$ cat src/rtl/ex_muldiv_pkg.sv
`default_nettype none
// ============================================================================
//  Module      : ex_muldiv_pkg
//  Description : Shared constants and types for the RV32M iterative
//                multiply/divide unit (funct3 op codes, FSM state encoding,
//                widths and divide special-case results).
//  Revision    : 1.0  initial release
// ============================================================================
package ex_muldiv_pkg;

    localparam int XLEN  = 32;
    localparam int CNT_W = 5;

    // funct3 encodings of the M extension
    localparam logic [2:0] OP_MUL    = 3'd0;
    localparam logic [2:0] OP_MULH   = 3'd1;
    localparam logic [2:0] OP_MULHSU = 3'd2;
    localparam logic [2:0] OP_MULHU  = 3'd3;
    localparam logic [2:0] OP_DIV    = 3'd4;
    localparam logic [2:0] OP_DIVU   = 3'd5;
    localparam logic [2:0] OP_REM    = 3'd6;
    localparam logic [2:0] OP_REMU   = 3'd7;

    // Architectural results for the divide corner cases
    localparam logic [XLEN-1:0] DIV0_Q  = 32'hFFFF_FFFF;
    localparam logic [XLEN-1:0] INT_MIN = 32'h8000_0000;

    typedef enum logic [1:0] {
        ST_IDLE = 2'd0,
        ST_CALC = 2'd1,
        ST_FIX  = 2'd2,
        ST_DONE = 2'd3
    } muldiv_state_t;

endpackage : ex_muldiv_pkg
`default_nettype wire

$ cat src/rtl/ex_muldiv_if.sv
`default_nettype none
// ============================================================================
//  Module      : ex_muldiv_if
//  Description : EX-stage request/response bundle of the multiply/divide unit.
//                master = pipeline/hazard side, slave = ex_muldiv.
//  Ports       : flush, start, op[2:0], a[31:0], b[31:0]  (master -> slave)
//                stall, busy, done, result[31:0]           (slave -> master)
//  Revision    : 1.0  initial release
// ============================================================================
interface ex_muldiv_if;
    import ex_muldiv_pkg::*;

    logic            flush;
    logic            start;
    logic [2:0]      op;
    logic [XLEN-1:0] a;
    logic [XLEN-1:0] b;
    logic            stall;
    logic            busy;
    logic            done;
    logic [XLEN-1:0] result;

    modport master (
        output flush, start, op, a, b,
        input  stall, busy, done, result
    );

    modport slave (
        input  flush, start, op, a, b,
        output stall, busy, done, result
    );

endinterface : ex_muldiv_if
`default_nettype wire

$ cat src/rtl/ex_muldiv_core.sv
`default_nettype none
// ============================================================================
//  Module      : muldiv_core
//  Description : One-bit-per-cycle datapath on unsigned magnitudes.
//                Multiply : shift-add, product in {o_hi, o_lo}.
//                Divide   : restoring, remainder in o_hi, quotient in o_lo.
//  Ports       : clk, rst        clock / synchronous active-high reset
//                i_load          initialise from i_mag_a / i_mag_b / i_is_div
//                i_step          perform one iteration
//                i_is_div        1 = divide, 0 = multiply
//                i_mag_a/i_mag_b operand magnitudes
//                o_hi/o_lo       accumulator halves
//  Revision    : 1.0  initial release
// ============================================================================
module muldiv_core
    import ex_muldiv_pkg::*;
(
    input  wire logic            clk,
    input  wire logic            rst,
    input  wire logic            i_load,
    input  wire logic            i_step,
    input  wire logic            i_is_div,
    input  wire logic [XLEN-1:0] i_mag_a,
    input  wire logic [XLEN-1:0] i_mag_b,
    output logic      [XLEN-1:0] o_hi,
    output logic      [XLEN-1:0] o_lo
);

    logic [XLEN-1:0] r_hi;
    logic [XLEN-1:0] r_lo;
    logic [XLEN-1:0] r_b;
    logic            r_is_div;

    // Multiply: add divisor-less multiplicand when the LSB of the multiplier
    // (which shifts out of r_lo) is set; the carry becomes the new top bit.
    logic [XLEN:0]   w_mul_sum;
    // Divide: partial remainder shifted left with the next dividend bit.
    logic [XLEN:0]   w_shift;
    logic            w_fits;
    logic [XLEN-1:0] w_sub;

    assign w_mul_sum = {1'b0, r_hi} + (r_lo[0] ? {1'b0, r_b} : {(XLEN+1){1'b0}});
    assign w_shift   = {r_hi, r_lo[XLEN-1]};
    assign w_fits    = (w_shift >= {1'b0, r_b});
    // Remainder stays below the divisor, so the difference fits in XLEN bits.
    assign w_sub     = w_shift[XLEN-1:0] - r_b;

    always_ff @(posedge clk) begin
        if (rst) begin
            r_hi     <= '0;
            r_lo     <= '0;
            r_b      <= '0;
            r_is_div <= 1'b0;
        end else if (i_load) begin
            r_hi     <= '0;
            r_lo     <= i_mag_a;
            r_b      <= i_mag_b;
            r_is_div <= i_is_div;
        end else if (i_step) begin
            if (r_is_div) begin
                // Dividend bits leave the top of r_lo while quotient bits
                // enter at the bottom.
                r_hi <= w_fits ? w_sub : w_shift[XLEN-1:0];
                r_lo <= {r_lo[XLEN-2:0], w_fits};
            end else begin
                r_hi <= w_mul_sum[XLEN:1];
                r_lo <= {w_mul_sum[0], r_lo[XLEN-1:1]};
            end
        end
    end

    assign o_hi = r_hi;
    assign o_lo = r_lo;

endmodule : muldiv_core
`default_nettype wire

$ cat src/rtl/ex_muldiv.sv
`default_nettype none
// ============================================================================
//  Module      : ex_muldiv
//  Description : Iterative RV32M multiply/divide unit for the EX stage.
//                Owns the FSM, iteration counter, operand sign handling,
//                divide special cases and the pipeline stall request.
//  Ports       : clk   rising-edge clock
//                rst   synchronous active-high reset
//                bus   ex_muldiv_if.slave (flush/start/op/a/b in,
//                      stall/busy/done/result out)
//  Revision    : 1.0  initial release
// ============================================================================
module ex_muldiv
    import ex_muldiv_pkg::*;
(
    input  wire logic   clk,
    input  wire logic   rst,
    ex_muldiv_if.slave  bus
);

    muldiv_state_t     r_state;
    logic [CNT_W-1:0]  r_cnt;
    logic [2:0]        r_op;
    logic              r_neg_q;   // sign of product / quotient
    logic              r_neg_r;   // sign of remainder (follows a)
    logic              r_busy;
    logic              r_done;
    logic [XLEN-1:0]   r_result;

    // ---------------------------------------------------------------- decode
    logic              w_sgn_a;
    logic              w_sgn_b;
    logic              w_neg_a;
    logic              w_neg_b;
    logic [XLEN-1:0]   w_mag_a;
    logic [XLEN-1:0]   w_mag_b;
    logic              w_div0;
    logic              w_ovf;
    logic [XLEN-1:0]   w_spec_res;
    logic              w_accept;

    assign w_sgn_a = (bus.op == OP_MULH) || (bus.op == OP_MULHSU) ||
                     (bus.op == OP_DIV)  || (bus.op == OP_REM);
    assign w_sgn_b = (bus.op == OP_MULH) || (bus.op == OP_DIV) || (bus.op == OP_REM);
    assign w_neg_a = w_sgn_a & bus.a[XLEN-1];
    assign w_neg_b = w_sgn_b & bus.b[XLEN-1];
    assign w_mag_a = w_neg_a ? (~bus.a + 1'b1) : bus.a;
    assign w_mag_b = w_neg_b ? (~bus.b + 1'b1) : bus.b;

    assign w_div0 = bus.op[2] && (bus.b == '0);
    assign w_ovf  = ((bus.op == OP_DIV) || (bus.op == OP_REM)) &&
                    (bus.a == INT_MIN) && (bus.b == {XLEN{1'b1}});
    // op[1] separates remainder ops (6,7) from quotient ops (4,5).
    assign w_spec_res = w_div0 ? (bus.op[1] ? bus.a : DIV0_Q)
                               : (bus.op[1] ? {XLEN{1'b0}} : INT_MIN);

    assign w_accept = (r_state == ST_IDLE) && bus.start && !bus.flush;

    // -------------------------------------------------------------- datapath
    logic [XLEN-1:0]   w_hi;
    logic [XLEN-1:0]   w_lo;

    muldiv_core u_core (
        .clk      (clk),
        .rst      (rst),
        .i_load   (w_accept),
        .i_step   ((r_state == ST_CALC) && !bus.flush),
        .i_is_div (bus.op[2]),
        .i_mag_a  (w_mag_a),
        .i_mag_b  (w_mag_b),
        .o_hi     (w_hi),
        .o_lo     (w_lo)
    );

    // ------------------------------------------------------ sign correction
    logic [2*XLEN-1:0] w_prod;
    logic [XLEN-1:0]   w_quo;
    logic [XLEN-1:0]   w_rem;
    logic [XLEN-1:0]   w_fix_res;

    assign w_prod = r_neg_q ? (~{w_hi, w_lo} + 1'b1) : {w_hi, w_lo};
    assign w_quo  = r_neg_q ? (~w_lo + 1'b1) : w_lo;
    assign w_rem  = r_neg_r ? (~w_hi + 1'b1) : w_hi;

    always_comb begin
        w_fix_res = '0;
        case (r_op)
            OP_MUL:                      w_fix_res = w_prod[XLEN-1:0];
            OP_MULH, OP_MULHSU, OP_MULHU: w_fix_res = w_prod[2*XLEN-1:XLEN];
            OP_DIV, OP_DIVU:             w_fix_res = w_quo;
            OP_REM, OP_REMU:             w_fix_res = w_rem;
            default:                     w_fix_res = '0;
        endcase
    end

    // ------------------------------------------------------------------- FSM
    always_ff @(posedge clk) begin
        if (rst) begin
            r_state  <= ST_IDLE;
            r_cnt    <= '0;
            r_op     <= OP_MUL;
            r_neg_q  <= 1'b0;
            r_neg_r  <= 1'b0;
            r_busy   <= 1'b0;
            r_done   <= 1'b0;
            r_result <= '0;
        end else if (bus.flush) begin
            r_state  <= ST_IDLE;
            r_cnt    <= '0;
            r_busy   <= 1'b0;
            r_done   <= 1'b0;
        end else begin
            case (r_state)
                ST_IDLE: begin
                    r_done <= 1'b0;
                    if (bus.start) begin
                        r_op    <= bus.op;
                        r_neg_q <= w_neg_a ^ w_neg_b;
                        r_neg_r <= w_neg_a;
                        r_cnt   <= '0;
                        r_busy  <= 1'b1;
                        if (w_div0 || w_ovf) begin
                            r_result <= w_spec_res;
                            r_state  <= ST_DONE;
                            r_done   <= 1'b1;
                        end else begin
                            r_state  <= ST_CALC;
                        end
                    end
                end
                ST_CALC: begin
                    r_cnt <= r_cnt + 1'b1;
                    if (r_cnt == {CNT_W{1'b1}}) begin
                        r_state <= ST_FIX;
                    end
                end
                ST_FIX: begin
                    r_result <= w_fix_res;
                    r_state  <= ST_DONE;
                    r_done   <= 1'b1;
                end
                ST_DONE: begin
                    // start still belongs to the finishing instruction here
                    r_state <= ST_IDLE;
                    r_busy  <= 1'b0;
                    r_done  <= 1'b0;
                end
                default: begin
                    r_state <= ST_IDLE;
                    r_busy  <= 1'b0;
                    r_done  <= 1'b0;
                end
            endcase
        end
    end

    assign bus.stall  = w_accept || (r_state == ST_CALC) || (r_state == ST_FIX);
    assign bus.busy   = r_busy;
    assign bus.done   = r_done;
    assign bus.result = r_result;

endmodule : ex_muldiv
`default_nettype wire

$ cat src/flat_wrapper.sv
// flat-port wrapper written by rule: the top's interface ports become plain ports
module ex_muldiv_flat import ex_muldiv_pkg::*;
  (clk, rst, bus_flush, bus_start, bus_op, bus_a, bus_b, bus_stall, bus_busy, bus_done, bus_result);
  ex_muldiv_if bus_i ();
  input  wire logic clk;
  input  wire logic rst;
  input wire logic [$bits(bus_i.flush)-1:0] bus_flush;
  input wire logic [$bits(bus_i.start)-1:0] bus_start;
  input wire logic [$bits(bus_i.op)-1:0] bus_op;
  input wire logic [$bits(bus_i.a)-1:0] bus_a;
  input wire logic [$bits(bus_i.b)-1:0] bus_b;
  output wire logic [$bits(bus_i.stall)-1:0] bus_stall;
  output wire logic [$bits(bus_i.busy)-1:0] bus_busy;
  output wire logic [$bits(bus_i.done)-1:0] bus_done;
  output wire logic [$bits(bus_i.result)-1:0] bus_result;
  assign bus_i.flush = bus_flush;
  assign bus_i.start = bus_start;
  assign bus_i.op = bus_op;
  assign bus_i.a = bus_a;
  assign bus_i.b = bus_b;
  assign bus_stall = bus_i.stall;
  assign bus_busy = bus_i.busy;
  assign bus_done = bus_i.done;
  assign bus_result = bus_i.result;
  ex_muldiv u_core (.clk(clk), .rst(rst), .bus(bus_i));
endmodule
$ cat config.mk
export PLATFORM = sky130hd
export DESIGN_NAME = ex_muldiv_flat
export DESIGN_NICKNAME = d
export VERILOG_FILES = /design/src/rtl/ex_muldiv_pkg.sv /design/src/rtl/ex_muldiv_if.sv /design/src/rtl/ex_muldiv_core.sv /design/src/rtl/ex_muldiv.sv /design/src/flat_wrapper.sv
export SDC_FILE = /design/constraint.sdc
export NUM_CORES = 1
export LEC_CHECK = 0
export ABC_AREA = 1
export BUFFER_PORTS_ARGS = -buffer_cell sky130_fd_sc_hd__buf_2
export CORE_UTILIZATION = 31
export CTS_CLUSTER_SIZE = 24
export DETAILED_ROUTE_END_ITERATION = 12
export PLACE_DENSITY = 0.56
export SLEW_MARGIN = 10
export SYNTH_ARGS = -nofsm -noshare
export SYNTH_HDL_FRONTEND = slang
export SYNTH_SLANG_ARGS = --single-unit
$ cat constraint.sdc
create_clock -name clk -period 4.59 [get_ports clk]
set_input_delay 0 -clock clk [delete_from_list [all_inputs] [get_ports clk]]
set_output_delay 0 -clock clk [all_outputs]
set_load 0.02 [all_outputs]
======== Word-level counts from Yosys, hierarchy flattened ========
Index checks and enable logic that the tools add are counted.
word-level totals
  bits in registers ....................... 143
  latch bits .............................. 0
  RAM bits ................................ 0
  memory bits (read-only) ................. 0
  bits of input ports ..................... 71
  word-level logic and storage cells ...... 113
  memories kept ........................... 0
operators by class
  add/subtract/negate cells ............... 8
  $mul .................................... 0
  div/mod/pow operators ................... 0
  order comparisons ....................... 1
  eq/ne operators ......................... 20
  shift-type cells ........................ 0
  muxes and demuxes ....................... 29
  bitwise logic cells ..................... 9
  reduce and logical (&&, ||, !) cells .... 34
operator list
  cell                                           count
  2-to-1 mux 32 bit                              15
  adder 32 x 1 -> 32 bit, second input constant  4
  NOT 32 bit                                     4
  one-hot mux 32 bit (4 select lines)            1
  adder 64 x 1 -> 64 bit, second input constant  1
  == test 32 bit, second input constant          2
  2-to-1 mux 64 bit                              1
  NOT 64 bit                                     1
  one-hot mux 32 bit (2 select lines)            1
  adder 32 x 33 -> 33 bit                        1
  >= comparator 33 x 32 -> 1 bit                 1
  logical NOT 32 bit                             1
  subtractor 32 bit                              1
  == test 3 bit, second input constant           6
  one-hot mux 5 bit (2 select lines)             1
  == test 3 x 2 -> 1 bit, second input constant  3
  logical OR 1 bit                               9
  one-hot mux 2 bit (4 select lines)             1
  nonzero test 2 bit                             4
  OR reduction 2 bit                             4
  == test 3 x 1 -> 1 bit, second input constant  2
  logical AND 1 bit                              6
  2-to-1 mux 2 bit                               3
  inequality test 2 bit, second input constant   3
  other kinds (19)                               25

======== Depth between registers and ports, before layout ========
Gate-level depths: netlist (run 1).
  depth in word-level cells ............... 8
  gate-level depth with buffers ........... 20

======== Hierarchy ========
Synthesis (run 1) repeated with hierarchy kept, for this count alone.
unflattened totals
  cell total of the unflattened synthesis .. 3208
  area total of the unflattened synthesis .. 17319.1 sq um
by module, submodules not included
  module       instances  cells an instance  area each (sq um)  sequential area each (sq um)
  muldiv_core  1          1653               9461.6             1941.9
  ex_muldiv    1          1555               7857.5             920.9

======== Worst setup path before layout (run 1) ========
OpenSTA, ideal clock, no wires.
  kind .................................... register to register
  start ................................... register u_core.u_core.r_lo[0] (netlist: u_core.u_core.o_lo[0])
  end ..................................... register u_core.u_core.r_hi[13] (netlist: u_core.u_core.o_hi[13])
  arrival ................................. 2.373 ns
  path slack .............................. 2.108 ns
  cell stages (with the launch flop) ...... 18
  path buffers ............................ 2
  cell sequence ........................... dfxtp_1 > buf_2 > buf_1 > nand2_1 > inv_1 > ha_1 > fa_1 > nand3_1 > nand2_1 > nand3_1 > nand2_1 > nand3_1 > nand2_1 > or2_2 > a21oi_1 > nand3_1 > nand2_1 > inv_1
between the ends
  cells in the longest elaborated chain, start to end .. 3
ends and longest elaborated chain
  item                     line                  source
  start, declared          ex_muldiv_core.sv:30  logic [XLEN-1:0] r_lo;
  start signal, assigned   ex_muldiv_core.sv:56  r_lo <= i_mag_a;
  start signal, assigned   ex_muldiv_core.sv:64  r_lo <= {r_lo[XLEN-2:0], w_fits};
  start signal, assigned   ex_muldiv_core.sv:67  r_lo <= {w_mul_sum[0], r_lo[XLEN-1:1]};
  2-to-1 mux 32 bit        ex_muldiv_core.sv:42  assign w_mul_sum = {1'b0, r_hi} + (r_lo[0] ? {1'b0, r_b} : {(XLEN+1){1'b0}});
  adder 32 x 33 -> 33 bit  ex_muldiv_core.sv:42
  2-to-1 mux 32 bit        ex_muldiv_core.sv:60  if (r_is_div) begin
  end signal, assigned     ex_muldiv_core.sv:63  r_hi <= w_fits ? w_sub : w_shift[XLEN-1:0];
  end signal, assigned     ex_muldiv_core.sv:66  r_hi <= w_mul_sum[XLEN:1];
  end, declared            ex_muldiv_core.sv:29  logic [XLEN-1:0] r_hi;
Every way passes these cells.
A chain may end at the register's enable or synchronous reset.

======== Final worst setup path (run 1) ========
  start ................................... register u_core.u_core.r_hi[16] (netlist: u_core.u_core.o_hi[16])
  end ..................................... register u_core.u_core.r_hi[18] (netlist: u_core.u_core.o_hi[18])
between the ends
  cells in the longest elaborated chain, start to end .. 3
ends and longest elaborated chain
  item                                                                        line
  subtractor 32 bit / >= comparator 33 x 32 -> 1 bit (equally long branches)  ex_muldiv_core.sv:46, ex_muldiv_core.sv:44
  2-to-1 mux 32 bit                                                           ex_muldiv_core.sv:63
  2-to-1 mux 32 bit *                                                         ex_muldiv_core.sv:60
Mark *: on every way between the ends. The rest lies on a longest branch, timed or not.

==> impl_metrics.ini, run 1 <==
[clock_tree]
cts_resized = 0
cts_max_level = 4
cts_tree = built
clkLatencyLatePin_ns = 0.48
cts_made_buffers = 17
path_clk_slew_ns = 0.07
cts_root_buffer = clkbuf_16
post-cts-setup-buffers = 0
clk_path_buf_depth = 2
hold_buffers = 60
cts_sinks = 143

[drt]
drtIter0Drc = 2591
route.detailed.drc = 0
ant_nets = 0
vias_per_cell = 5.34
via_count = 21600
wl_per_cell_um = 20.1
dr.pass1.iters = 6
wl_um = 80900

[placed_design]
place_area_um2 = 18200
place_congestion = 1.04
dp_hpwl_um = 65500
portBuffers = 105

[global_route]
grt_pass1_wl_um = 121000
grt_use_met3_pct = 8.31
gr-usage-met1_pct = 39.0
grt_max_degree = 88
grt_most_used_layer = met2
overflow = 0
grt_pass1_vias = 19700
grt.total_usage_pct = 28.7
antenna_found_initial = 3
use_met2_pct = 42.5

[pwr]
ir_drop_uv = 313
power.leakage_uw = 0.0102
p_per_area_nw_per_um2 = 272

[yosys]
synth_edf_count = 0
async_reset_ff_share_pct = 0
synth_flop_cell = dfxtp_1
yosys_warnings = 0
ys_seq_area_share_pct = 16.8
syn_avg_cell_area_um2 = 5.30
syn-num-nets = 3367
ys_ff_latch = 143
synthTopCellsByArea = nand2_1 (22%), dfxtp_1 (17%), inv_1 (11%)
synth.most_common_cell = nand2_1
yosysTopAreaCell = nand2_1
netlist_area_um2 = 17000
yosys-top-cells-count = nand2_1 (1,020), inv_1 (480), nor2_1 (369)
postSynthCellCount = 3218
yosysTopAreaCellShare_pct = 22.5
ys_types = 49

[cells_and_area]
area_growth_pct = 14.1
antenna_cells = 0
final_layout_size_suffix_gt1_share_pct = 6.47
seq_area_um2 = 2870
multi_input_area_um2 = 11900
layout.nets = 3475
design_area_um2 = 19500
nFillCells = 6266

[sta]
tns_ns = 0
slew_headroom_pct = 23.0
tightest_slew_ns = 1.15
rsz0062_at_grt = false
setup_violations = 0
fmax_mhz = 280
layout_min_cycle_time_ns = 3.57
skew_ns = 0.0178
final_max_slew_viol_count = 0
final-hold-violation-count = 0
finalCritPeriodShare_pct = 77.8

[floorplanning]
die_y_um = 236
die_x_um = 236
core_area_um2 = 54000
rows = 85
die_area_um2 = 55900
initial_utilization_pct = 31.5
pin_count = 106

[setup_path]
critPathRequiredTime_ns = 5.02
start_kind = register
arrival_ns = 4.00
crit_path_max_fanout = 18
crit_type = register to register
critPathCaptureType = register

[outcome]
outcome = finished, final reports clean

[min_path]
min_path_type = input port to register

[run]
drv_cap = 0
==> cells by family (layout without fill, tap and decap cells) <==
kind of cell    Yosys count  count (layout)  synth area share (%)
xor+xnor                 69              69                  3.55
fa+ha+maj                78              78                  5.81
buf+inv                 599             719                  13.5
compound gates          497             497                  15.4
simple gates           1832            1832                  45.0
flops                   143             143                  16.8
==> power by group <==
part	internal, uW	leakage, uW	total (uW)	switching, uW
combinational	645	0.00874	2290	1640
sequential	1320	0.00117	1440	115
clock	937	0.000302	1570	636
==> metal layers <==
layer  vias up  share of wire [%]  wire length (um)
met5         -              0.022                18
met1      9858                 44             35600
met3       158                 11              8930
met2      1069                 41             33500
met4         4                3.5              2830
li1      10500                  -                 -
==> state kept, by name (all words and copies together) (netlist names) <==
register / flops
u_core.u_core.r_is_div: 1
u_core.u_core.o_hi: 32
u_core.u_core.r_b: 32
u_core.r_cnt: 5
u_core.r_neg_r: 1
u_core.r_op: 3
u_core.r_state: 2
u_core.r_neg_q: 1
u_core.u_core.o_lo: 32
u_core.bus.result: 32
u_core.bus.done: 1
u_core.bus.busy: 1
==> per-stage QoR <==
stage / hold slack (ns) / utilization [%] / total power (uW) / std cells / setup WS [ns]
global placement: 0.327 / 33.7 / 3650 / 3943 / 1.18
floorplan: 0.158 / - / 2840 / 3218 / 2.11
global route: 0.0446 / 36.0 / 5580 / 4034 / 0.892
CTS: 0.000681 / 36.0 / 5250 / 4034 / 1.22
finish: 0.0571 / 36.0 / 5300 / 4034 / 1.02
detailed placement: 0.313 / 33.7 / 3630 / 3943 / 1.25
==> cell type report <==
cell class              instances  area share, %
repair buffers                192           6.83
flip-flops and latches        143           14.7
inverters                     496           9.58
clock buffers                  19           2.33
multi-input cells            2476           61.1
well taps                     696           4.48
clock inverters                12          0.939
==> worst max-delay path: stages, from the launching register on <==
cell,delay (ns)
dfxtp_1,0.73
ha_1,0.37
nand2_1,0.14
nor2_1,0.31
inv_1,0.13
nor4_1,0.28
nand2_1,0.43
nand2_2,0.40
nand2_2,0.16
clkinv_2,0.26
nand2_1,0.11
nand3_1,0.10
nand2_1,0.05
inv_1,0.04
==> worst paths after layout <==
check / start / to / slack [ns] / cells past startpoint
setup / recovery: u_core.u_core.o_hi[16] / u_core.u_core.o_hi[18] / 1.02 / 13
hold / removal: bus_a[18] / u_core.u_core.o_lo[18] / 0.06 / 5
setup reg to reg: u_core.u_core.o_hi[16] / u_core.u_core.o_hi[18] / 1.02 / 13
hold reg to reg: u_core.r_cnt[4] / u_core.r_cnt[4] / 0.49 / 2
==> layout by cell type, fill, tap and decap left out, types with 4 or more instances in the layout <==
cell type / count
dlygate4sd3_1: 60
nor3_1: 37
or2_2: 9
a21oi_1: 220
inv_1: 479
inv_2: 12
o21bai_1: 6
o21ai_0: 210
clkbuf_16: 17
buf_4: 27
nor2_2: 6
xnor2_1: 8
nor4_1: 8
nand4_1: 52
nor2_1: 368
nand2_1: 1020
xor2_1: 61
o211ai_1: 7
nand3_1: 282
buf_2: 105
nand3b_1: 24
nand2_2: 11
dfxtp_1: 141
o21ai_1: 4
ha_1: 76
o22ai_1: 27
and3_1: 4
clkinv_1: 4
bufinv_16: 4
No activity file was read; power rests on OpenSTA's default activity.
==> run 2, diff against run 1 <==
Settings changed: PLACE_DENSITY 0.56 to 0.58.
Clock period 4.59 ns to 3.25 ns, I/O delays scaled along.
==> run 2 against run 1 <==
Against the previous run:
- routed wire length fell by 1.2%
- clock power grew 34%
- first-iteration DRC count increased by 8.4%
- largest cell class unchanged
==> impl_metrics.ini, run 2 (synthesis gave the netlist of run 1 again) <==
[outcome]
outcome = finished, final reports clean

[drt]
route.detailed.drc = 0
ant_nets = 0
vias_per_cell = 5.30
via_count = 21700
wl_per_cell_um = 19.5
wl_um = 79900
dr.pass1.iters = 6
drtIter0Drc = 2808

[sta]
tightest_slew_ns = 0.897
hold_ws_ns = 0.0313
setup_violations = 0
finalCritPeriodShare_pct = 94.8
rsz0062_at_grt = false
skew_ns = 0.0110
tns_ns = 0
final_max_slew_viol_count = 0
fmax_mhz = 325
final-hold-violation-count = 0
slew_headroom_pct = 40.2
layout_min_cycle_time_ns = 3.08

[floorplanning]
pin_count = 106
core_area_um2 = 54000
die_x_um = 236
die_y_um = 236
initial_utilization_pct = 31.5
die_area_um2 = 55900
rows = 85

[setup_path]
path_common_cell = nand2_1
arrival_ns = 3.45
regToRegEndpoint = u_core.u_core.o_hi[23]
cp_cell_sequence = buf_12 > nand2_1 > inv_1 > ha_1 > nand2_1 > nor2_1 > inv_1 > nor3_1 > nand4_1 > nand3_1 > nand2_1 > nand3_1 > nand3_1 > nand2_1 > inv_1
slowest_stage = nor3_1
cp-endpoint = u_core.u_core.o_hi[23]
max_stage_delay_ns = 0.44
critPathRequiredTime_ns = 3.62
worstSetupStartpoint = u_core.u_core.o_lo[0]
r2r_start = u_core.u_core.o_lo[0]
crit_path_max_fanout = 35
reg2reg_slack_ns = 0.17
start_kind = register
rr_worst_depth = 15
critPathCaptureType = register
crit_type = register to register

[clock_tree]
clkLatencyLatePin_ns = 0.47
cts_tree = built
cts_resized = 0
path_clk_slew_ns = 0.07
cts_root_buffer = clkbuf_16
post-cts-setup-buffers = 0
clk_path_buf_depth = 2
cts_sinks = 143
cts_made_buffers = 17
cts_max_level = 4

[min_path]
min-delay-start = bus_a[0]
min_path_type = input port to register

[cells_and_area]
antenna_cells = 0
final_layout_size_suffix_gt1_share_pct = 7.87
layout.nets = 3530
layout_common_cells = nand2_1 (1,020), inv_1 (479), nor2_1 (368)
layout_commonest_cell = nand2_1
area_growth_pct = 16.6

[global_route]
overflow = 0
grt.total_usage_pct = 28.0
grt_pass1_vias = 19700
grt_pass1_wl_um = 120000
antenna_found_initial = 3
grt_max_degree = 88

[placed_design]
dp_hpwl_um = 64600
place_congestion = 1.04
portBuffers = 105

[pwr]
power.leakage_uw = 0.0105
p_per_area_nw_per_um2 = 370
ir_drop_uv = 406

[run]
drv_cap = 0
run 2: cell count changes in the layout (fill, tap and decap cells not counted):
cell,before,now
buf_4,27,74
bufinv_16,4,2
dlygate4sd3_1,60,65
inv_8,0,3
inv_6,2,5
buf_12,0,3
clkinvlp_4,3,2
clkbuf_8,2,0
run 2: through the flow:
step	cell area [um2]	worst slack [ns]	instances	total power, uW	utilization [%]
2_1_floorplan	17000	0.768	3218	4010	-
3_3_place_gp	18600	0.212	3993	5140	34.5
3_5_place_dp	18600	0.250	3993	5110	34.5
4_1_cts	19900	0.241	4090	7270	36.8
5_1_grt	19900	0.0693	4090	7750	36.8
6_report	19900	0.169	4090	7350	36.8
run 2: what timing repair did:
action / in CTS / in global routing
endpoints found under the hold margin: 76 / 0
endpoints found under the setup margin: 0 / 0
hold buffers: 65 / 0
run 2: cell type report:
class                   instances  area, um2
flip-flops and latches        143       2870
repair buffers                247       1790
fillers                      6218      34100
well taps                     696        871
clock buffers                  17        425
inverters                     496       1860
clock inverters                15        175
multi-input cells            2476      11900
run 2: worst max-delay path, delay by kind of cell, from the launching register on:
| kind | cells | cell delay [ns] |
|---|---|---|
| adder cells (fa/ha/maj) | 1 | 0.41 |
| buffers and inverters | 4 | 0.41 |
| AND/OR/NAND/NOR | 10 | 1.81 |
| flip-flops | 1 | 0.34 |
run 2: worst min-delay path by stage:
| stage | endpoint | slack [ns] | cells past startpoint |
|---|---|---|---|
| final | u_core.u_core.o_lo[0] | 0.03 | 5 |
| after floorplan | u_core.bus.done | 0.16 | 2 |
| after global placement | u_core.bus.done | 0.32 | 3 |
| after detailed placement | u_core.bus.done | 0.30 | 3 |
| after global routing | u_core.u_core.o_lo[0] | 0.05 | 5 |
| after CTS | u_core.u_core.o_lo[0] | 0.003 | 5 |
run 2: layer usage:
| layer | wire length [um] | vias up | GRT usage, % |
|---|---|---|---|
| met5 | 19 | - | 0 |
| met2 | 33600 | 1074 | 42.1 |
| li1 | - | 10600 | - |
| met1 | 35900 | 9869 | 40.1 |
| met3 | 7210 | 160 | 3.71 |
| met4 | 3110 | 2 | 10.9 |
run 2: report_power, final:
| part | internal [uW] | leakage [uW] | total (uW) | switching (uW) |
|---|---|---|---|---|
| clock network | 1160 | 0.000291 | 2100 | 939 |
| logic | 969 | 0.00902 | 3250 | 2280 |
| registers | 1870 | 0.00117 | 2010 | 145 |
| total | 3990 | 0.0105 | 7350 | 3360 |
==> run 3, diff against run 2 <==
Settings changed: PLACE_DENSITY 0.58 to 0.56.
Clock period 3.25 ns to 3.4 ns, I/O delays scaled along.
==> run 3 against run 2 <==
Against the previous run:
- design area is 1.0% lower
- critical path depth is 1 higher
- non-clock buffer count is 19 lower
- cell count is 0.46% lower
- utilization is 0.37 points lower
- die area stayed put
- global-route usage is 0.83 points lower
- flip-flop and latch count stayed put
- total power is 4.7% lower
- register-to-register slack better by 0.13 ns
- sequential share of layout area is 0.15 points higher
==> impl_metrics.ini, run 3 (synthesis gave the netlist of run 1 again) <==
[outcome]
outcome = finished, final reports clean

[pwr]
power.leakage_uw = 0.0104
finalPower_uw = 7010
p_per_area_nw_per_um2 = 356
ir_drop_uv = 411

[setup_path]
arrival_ns = 3.51
critPathRequiredTime_ns = 3.80
crit_path_max_fanout = 18
critPathCaptureType = register
start_kind = register
crit_type = register to register

[sta]
final_max_slew_viol_count = 0
tightest_slew_ns = 0.942
rsz0062_at_grt = false
tns_ns = 0
setup_violations = 0
layout_min_cycle_time_ns = 3.10
final-hold-violation-count = 0
slew_headroom_pct = 36.6
finalCritPeriodShare_pct = 91.3
skew_ns = 0.0149
fmax_mhz = 322

[clock_tree]
path_clk_slew_ns = 0.07
cts_made_buffers = 17
clk_path_buf_depth = 2
cts_sinks = 143
cts_tree = built
cts_root_buffer = clkbuf_16
clkLatencyLatePin_ns = 0.46
post-cts-setup-buffers = 0
cts_max_level = 4

[cells_and_area]
seq_area_um2 = 2870
area_growth_pct = 15.5
multi_input_area_um2 = 11900
final_layout_size_suffix_gt1_share_pct = 7.47
layout_commonest_cell = nand2_1
design_area_um2 = 19700
layout_common_cells = nand2_1 (1,020), inv_1 (479), nor2_1 (368)
nFillCells = 6128
layout.nets = 3511

[floorplanning]
die_y_um = 236
rows = 85
die_x_um = 236
initial_utilization_pct = 31.5
die_area_um2 = 55900
core_area_um2 = 54000
pin_count = 106

[drt]
via_count = 21500
drtIter0Drc = 2532
wl_um = 77900
dr.pass1.iters = 8
vias_per_cell = 5.28
route.detailed.drc = 0
wl_per_cell_um = 19.1
ant_nets = 0

[global_route]
grt.total_usage_pct = 27.2
antenna_found_initial = 1
grt_pass1_wl_um = 117000
grt_pass1_vias = 19400
overflow = 0
grt_max_degree = 88

[placed_design]
portBuffers = 105
place_area_um2 = 18500
dp_hpwl_um = 63400
place_congestion = 1.10

[run]
drv_cap = 0

[min_path]
min_path_type = input port to register
-- run 3: cell types whose count changed in the layout (fill, tap and decap cells not counted), sizes merged --
| cell | before | now |
|---|---|---|
| inv | 499 | 494 |
| clkinvlp | 2 | 3 |
| dlygate4sd3 | 65 | 59 |
| clkinv | 8 | 9 |
| buf | 182 | 169 |
| diode | 0 | 1 |
| clkbuf | 17 | 18 |
| bufinv | 2 | 3 |
-- run 3: per-layer routing --
metal  routed length (um)  vias to the layer above  global-route usage, %
met4                 3320                        2                   12.1
li1                     -                    10500                      -
met3                 6760                      170                   5.07
met2                33300                     1096                   41.8
met5                   12                        -                      0
met1                34500                     9675                   36.7
-- run 3: per-stage QoR --
stage	std cells	util (%)	hold slack [ns]	setup WS [ns]
2_1_floorplan	3218	-	0.158	0.918
3_3_place_gp	3980	34.2	0.323	0.254
3_5_place_dp	3980	34.2	0.310	0.273
4_1_cts	4070	36.4	0.00151	0.251
5_1_grt	4070	36.4	0.0464	0.0863
6_report	4071	36.4	0.0345	0.295
-- run 3: area by class of cell --
type	count	area share, %
tap	696	4.43
sequential	143	14.6
multi-input combinational	2476	60.4
inverter	496	9.47
clock inverter	13	0.827
clock buffer	18	2.18
antenna	1	0.0127
timing repair buffer	228	8.11
-- run 3: final timing paths --
check | start | endpoint | slack [ns] | cells after the start
setup / recovery | u_core.u_core.r_b[27] | u_core.u_core.o_hi[6] | 0.30 | 16
hold / removal | bus_a[0] | u_core.u_core.o_lo[0] | 0.03 | 5
setup reg to reg | u_core.u_core.r_b[27] | u_core.u_core.o_hi[6] | 0.30 | 16
hold reg to reg | u_core.r_cnt[4] | u_core.r_cnt[4] | 0.47 | 2
-- run 3: where the power goes --
part / switching, uW / internal, uW
combinational: 2200 / 904
clock: 829 / 1150
sequential: 136 / 1780
-- run 3: critical path, stage by stage, from the launching register on --
cell and delay [ns]:
dfxtp_1 0.48, inv_1 0.20, ha_1 0.41, nand2_1 0.13, nor2_1 0.26, nand2_1 0.08, nor2_1 0.15, nand2_1 0.13
nand2_1 0.10, a21oi_1 0.14, nand2_2 0.13, nand2_2 0.18, inv_4 0.29, nand2_1 0.11, nand3b_1 0.13, nand2_1 0.06
inv_1 0.05
-- run 3: what timing repair did --
action                                  4_1_cts  5_1_grt
endpoints found under the setup margin        0        1
resized for setup                             0        1
hold buffers                                 59        0
hold endpoints to repair                     67        0
